**src/rtl/gpio_bus_arb_pkg.sv**
```systemverilog
// rtl/gpio_bus_arb_pkg.sv - shared encodings and types for the GPIO bus arbiter
package gpio_bus_arb_pkg;

    localparam int NUM_PORTS = 16;
    localparam int ADDR_W    = 4;
    localparam int DATA_W    = 8;

    localparam logic [1:0] ST_IDLE    = 2'd0;
    localparam logic [1:0] ST_ISSUE   = 2'd1;
    localparam logic [1:0] ST_CAPTURE = 2'd2;
    localparam logic [1:0] ST_DONE    = 2'd3;

    typedef struct packed {
        logic [ADDR_W-1:0] addr;
        logic              rw;
        logic [DATA_W-1:0] wdata;
    } xfer_t;

    // A write is blocked when the granted requester's mask bit for the port is clear.
    function automatic logic wr_blocked(input logic rw,
                                        input logic [NUM_PORTS-1:0] mask,
                                        input logic [ADDR_W-1:0] addr);
        return !rw && !mask[addr];
    endfunction

endpackage

```
**src/rtl/gpio_addr_dec.sv**
```systemverilog
// rtl/gpio_addr_dec.sv - 4-to-16 one-hot port decoder with enable
module gpio_addr_dec
    import gpio_bus_arb_pkg::*;
(
    input  logic                 en,
    input  logic [ADDR_W-1:0]    addr,
    output logic [NUM_PORTS-1:0] sel
);

    always_comb begin
        sel = '0;
        if (en) begin
            sel[addr] = 1'b1;
        end
    end

endmodule

```
**src/rtl/gpio_bus_arb.sv**
```systemverilog
// rtl/gpio_bus_arb.sv - two-requester round-robin arbiter onto a GPIO register bank
module gpio_bus_arb
    import gpio_bus_arb_pkg::*;
#(
    parameter logic [NUM_PORTS-1:0] WR_MASK0 = 16'hFFFF,
    parameter logic [NUM_PORTS-1:0] WR_MASK1 = 16'hFFFF
) (
    input  logic                 SYSCLK,
    input  logic                 RESET_N,
    input  logic                 REQ0,
    input  logic                 REQ1,
    input  logic [ADDR_W-1:0]    ADDR0,
    input  logic [ADDR_W-1:0]    ADDR1,
    input  logic                 RW0,
    input  logic                 RW1,
    input  logic [DATA_W-1:0]    WDATA0,
    input  logic [DATA_W-1:0]    WDATA1,
    output logic                 ACK0,
    output logic                 ACK1,
    output logic                 ERR0,
    output logic                 ERR1,
    output logic [DATA_W-1:0]    RDATA0,
    output logic [DATA_W-1:0]    RDATA1,
    output logic                 PORT_CS,
    output logic [NUM_PORTS-1:0] OFFSET_SEL,
    output logic                 RD_WR,
    output logic [DATA_W-1:0]    DIN,
    input  logic [DATA_W-1:0]    DOUT,
    output logic                 BUSY
);

    logic [1:0] state;
    logic       gnt;
    logic       last_gnt;
    xfer_t      xfer;
    logic       elig0;
    logic       elig1;
    logic       pick1;
    logic       blocked;
    logic       in_done;

    assign elig0 = REQ0 && !ACK0;
    assign elig1 = REQ1 && !ACK1;
    // Requester 1 wins alone, or on a tie when requester 0 was served last.
    assign pick1 = elig1 && (!elig0 || !last_gnt);

    assign blocked = wr_blocked(xfer.rw, gnt ? WR_MASK1 : WR_MASK0, xfer.addr);
    assign in_done = (state == ST_DONE);

    always_ff @(posedge SYSCLK or negedge RESET_N) begin
        if (!RESET_N) begin
            state    <= ST_IDLE;
            gnt      <= 1'b0;
            last_gnt <= 1'b1;
            xfer     <= '0;
            RDATA0   <= '0;
            RDATA1   <= '0;
        end else begin
            case (state)
                ST_IDLE: begin
                    if (elig0 || elig1) begin
                        gnt   <= pick1;
                        xfer  <= pick1 ? '{addr: ADDR1, rw: RW1, wdata: WDATA1}
                                       : '{addr: ADDR0, rw: RW0, wdata: WDATA0};
                        state <= ST_ISSUE;
                    end
                end
                ST_ISSUE: begin
                    state <= ST_CAPTURE;
                end
                ST_CAPTURE: begin
                    if (xfer.rw) begin
                        if (gnt) begin
                            RDATA1 <= DOUT;
                        end else begin
                            RDATA0 <= DOUT;
                        end
                    end
                    state <= ST_DONE;
                end
                default: begin
                    last_gnt <= gnt;
                    state    <= ST_IDLE;
                end
            endcase
        end
    end

    assign PORT_CS = (state == ST_ISSUE) && !blocked;
    assign RD_WR   = (state == ST_ISSUE) ? xfer.rw : 1'b1;
    assign DIN     = xfer.wdata;
    assign ACK0    = in_done && !gnt;
    assign ACK1    = in_done && gnt;
    assign ERR0    = ACK0 && blocked;
    assign ERR1    = ACK1 && blocked;
    assign BUSY    = (state != ST_IDLE);

    gpio_addr_dec u_addr_dec (
        .en   (PORT_CS),
        .addr (xfer.addr),
        .sel  (OFFSET_SEL)
    );

endmodule
```
**config.mk**
```make
export PLATFORM = sky130hd
export DESIGN_NAME = gpio_bus_arb
export DESIGN_NICKNAME = d
export VERILOG_FILES = /design/src/rtl/gpio_bus_arb_pkg.sv /design/src/rtl/gpio_addr_dec.sv /design/src/rtl/gpio_bus_arb.sv
export SDC_FILE = /design/constraint.sdc
export NUM_CORES = 1
export LEC_CHECK = 0
export ABC_AREA = 1
export BUFFER_PORTS_ARGS = -buffer_cell sky130_fd_sc_hd__buf_4
export CAP_MARGIN = 20
export CORE_UTILIZATION = 25
export CTS_BUF_LIST = sky130_fd_sc_hd__clkbuf_4 sky130_fd_sc_hd__clkbuf_8
export CTS_CLUSTER_SIZE = 30
export DETAILED_ROUTE_END_ITERATION = 12
export GPL_TIMING_DRIVEN = 0
export MAX_ROUTING_LAYER = met4
export PLACE_DENSITY = 0.49
export REMOVE_ABC_BUFFERS = 1
export SYNTH_ARGS = -nofsm -noshare
export SYNTH_HDL_FRONTEND = slang
export SYNTH_HIERARCHICAL = 1
export SYNTH_SLANG_ARGS = --single-unit
```
**constraint.sdc**
```tcl
create_clock -name SYSCLK -period 1.27 [get_ports SYSCLK]
set_input_delay 0.0635 -clock SYSCLK [delete_from_list [all_inputs] [get_ports SYSCLK]]
set_output_delay 0.0635 -clock SYSCLK [all_outputs]
set_load 0.05 [all_outputs]
```
==> impl_metrics.env <==
export IMPL_core_area_sq_um=6910
export IMPL_violations="setup timing"
export IMPL_hp_start="DOUT[0]"
export IMPL_ant_nets=0
export IMPL_cts_max_level=2
export IMPL_wl_um=5300
export IMPL_dpl_cell_count=411
export IMPL_critical_path_slowest_cell="dfrtp_1"
export IMPL_cts_sinks=33
export IMPL_worst_setup_path_type="flop to output pin"
export IMPL_power_internal_mw=3.85
export IMPL_r2r_setup_slack_ns=-0.15
export IMPL_pwr_share_clk_pct=9.7
export IMPL_synth_top_area_share_pct=44.0
export IMPL_status="finished, violations left"
export IMPL_synth_cell_types=18
export IMPL_hold_class="input pin to flop"
export IMPL_clock_fmax_ghz=0.659
export IMPL_rsz0062_at_grt="yes"
export IMPL_stdcell_count=433
export IMPL_met3_usage_pct=2.94
export IMPL_grt_max_degree=34
export IMPL_clockBufferDepth=2
export IMPL_period_share_pct=119
export IMPL_fin_nets=378
export IMPL_timing_setup_tns_ns=-6.57
export IMPL_worst_ep_required_time_ns=1.21
export IMPL_r2r_end="xfer[8]$_DFFE_PN0P_"
export IMPL_hold_violations=0
export IMPL_routed_via_count=1845
export IMPL_antenna_found_initial=0
export IMPL_antennaDiodeCount=0
export IMPL_r2r_cells=7
export IMPL_gr_total_overflow=0
export IMPL_synthTopCellsByCount="68 x nand2_1, 44 x inv_1, 34 x nand3_1"
export IMPL_wl_per_cell_um=12.2
export IMPL_area_growth_pct=69.2
export IMPL_drc_errors=0
export IMPL_p_sw_mw=4.48
export IMPL_clk_pin_slew_ns=0.08
export IMPL_gp_congestion=0.736
export IMPL_power_frac_seq_pct=25.2
export IMPL_post_synth_cell_area_avg_sq_um=7.31
export IMPL_ios=85
export IMPL_use_met2_pct=23.0
export IMPL_grtUsageTotal_pct=13.4
export IMPL_cts_tree="yes"
export IMPL_synth_edf_count=0
export IMPL_cts_buffers=5
export IMPL_via_per_inst=4.26
export IMPL_yosysWarnings=6
export IMPL_cp_end_kind="output pin"
export IMPL_io_buffers=82
export IMPL_finClkSkew_ns=0.00671
export IMPL_yosysTopAreaCell="dfrtp_1"
export IMPL_synth_cell_area_sq_um=1820
export IMPL_synth_seq_cells=33
export IMPL_grt_pass1_wl_um=7740
export IMPL_first_iter_violations=72
export IMPL_cts_root_buf="clkbuf_8"
export IMPL_synth_top_cells_by_area="dfrtp_1 44%, nand2_1 14%, nand3_1 9.4%"
export IMPL_hold_path_depth=3
export IMPL_final_area_sq_um=3080
export IMPL_syn_inst=249
export IMPL_die_area_sq_um=7620
export IMPL_crit_path_max_fanout=6
export IMPL_finalCriticalPeriod_ns=1.52
export IMPL_synth_ff_type="dfrtp_1"
export IMPL_p_leak_nw=1.57
export IMPL_cp_cell_sequence="inv_2 > ha_4 > nand3_4 > nor2_1 > buf_6"
export IMPL_place_area_sq_um=2440
export IMPL_top_usage_layer="met2"
export IMPL_cpPeakStageDelay_ns=0.41
export IMPL_row_count=30
export IMPL_cap_viol_max_count=0
export IMPL_grtUsageMet1_pct=16.0
export IMPL_maxSlewViolCount=0
export IMPL_synth_most_common_cell="nand2_1"
export IMPL_ir_worst_vdd_mv=1.11
export IMPL_die_w_um=87.3
export IMPL_grt_pass1_vias=1635
export IMPL_hpwl_um=3410
export IMPL_regToRegStartpoint="state[0]$_DFFE_PN0P_"
export IMPL_setup_viol=50
export IMPL_first_pass_iters=4
export IMPL_worstHoldEndpoint="RDATA0[0]$_DFFE_PN0P_"
export IMPL_startpoint_type="flop"
export IMPL_die_h_um=87.3
export IMPL_place_ws_ns=-0.499
export IMPL_p_per_area_nw_per_um2=2700
export IMPL_layout_setup_ws_ns=-0.246
export IMPL_start_util_pct=26.3
export IMPL_ys_seq_area_share_pct=45.5
export IMPL_switching_share_pct=53.8
export IMPL_layout_drive_gt1_share_pct=44.8
export IMPL_p_comb_share_pct=65.1
export IMPL_clkLatencyLatePin_ns=0.29
export IMPL_arrival_ns=1.45
export IMPL_async_reset_ff_share_pct=100
cell usage in the layout (no fill, tap or decap), drive strengths merged:
cell / count
clkbuf: 5
nor2: 20
dfstp: 1
inv: 46
nand3: 37
clkinvlp: 3
o21ai: 19
dlygate4sd3: 1
ha: 4
a21oi: 1
buf: 92
dfrtp: 32
nand2: 74
conb: 2
power by group through the flow:
stage | combinational (mW) | clock (mW) | sequential [mW]
6_report | 5.42 | 0.805 | 2.10
3_5_place_dp | 4.25 | 0 | 1.98
2_1_floorplan | 1.64 | 0 | 3.27
5_1_grt | 5.80 | 0.863 | 2.17
4_1_cts | 4.77 | 0.837 | 2.02
3_3_place_gp | 4.21 | 0 | 1.97
layer usage:
metal	vias up	wire [um]
li1	925	-
met1	859	2170
met2	57	2840
met3	4	238
met4	0	55
met5	-	0
metrics by stage:
stage	total power, mW	util [%]	hold WS (ns)
floorplan	4.90	-	-0.232
global placement	6.18	35.3	0.0427
detailed placement	6.23	35.3	0.0464
CTS	7.63	40.4	0.0428
global route	8.84	44.6	0.0278
finish	8.33	44.6	0.0407
kinds of logic (layout without fill, tap and decap cells):
logic type	count (synthesis)	after routing	synth area share, %
other cells	1	2	0.206
simple gates	128	131	29.8
compound gates	20	20	5.71
flops	33	33	45.5
fa+ha+maj	4	4	2.75
buf+inv	63	147	16.1
worst max-delay path: cells and delay by family (launching register included):
family / cells / cell delay (ns)
adders and majority gates: 1 / 0.21
buffers and inverters: 2 / 0.27
DFF: 1 / 0.41
and+or+nand+nor: 2 / 0.28
registers in the layout (all words and copies together) (netlist names):
| register | cells |
|---|---|
| RDATA1 | 8 |
| xfer | 5 |
| RDATA0 | 8 |
| last_gnt | 1 |
| state | 2 |
| gnt | 1 |
| DIN | 8 |
what timing repair did:
item                                    4_1_cts  5_1_grt
pin swaps                                     9       13
hold endpoints to repair                     32        0
resized for setup                            48       60
endpoints found under the setup margin       53       53
cloned                                        0        3
setup buffers                                 4        6
hold buffers                                  1        0
how the worst max path moves through the flow:
stage	slack, ns	end	start
after floorplan	-0.72	OFFSET_SEL[0]	state[1]$_DFFE_PN0P_
after global placement	-0.49	xfer[8]$_DFFE_PN0P_	state[0]$_DFFE_PN0P_
after detailed placement	-0.50	xfer[8]$_DFFE_PN0P_	state[0]$_DFFE_PN0P_
after CTS	-0.22	OFFSET_SEL[13]	state[1]$_DFFE_PN0P_
after global routing	-0.29	OFFSET_SEL[13]	state[1]$_DFFE_PN0P_
final	-0.25	OFFSET_SEL[13]	state[1]$_DFFE_PN0P_
final cells by class:
cell class                 instances  area (sq um)
timing repair buffer              93           840
sequential                        33           830
inverter                          46           185
fill                             707          3830
tap                               96           120
multi-input combinational        157          1010
clock inverter                     3          22.5
clock buffer                       5          68.8
(Power assumes the default switching activity.)
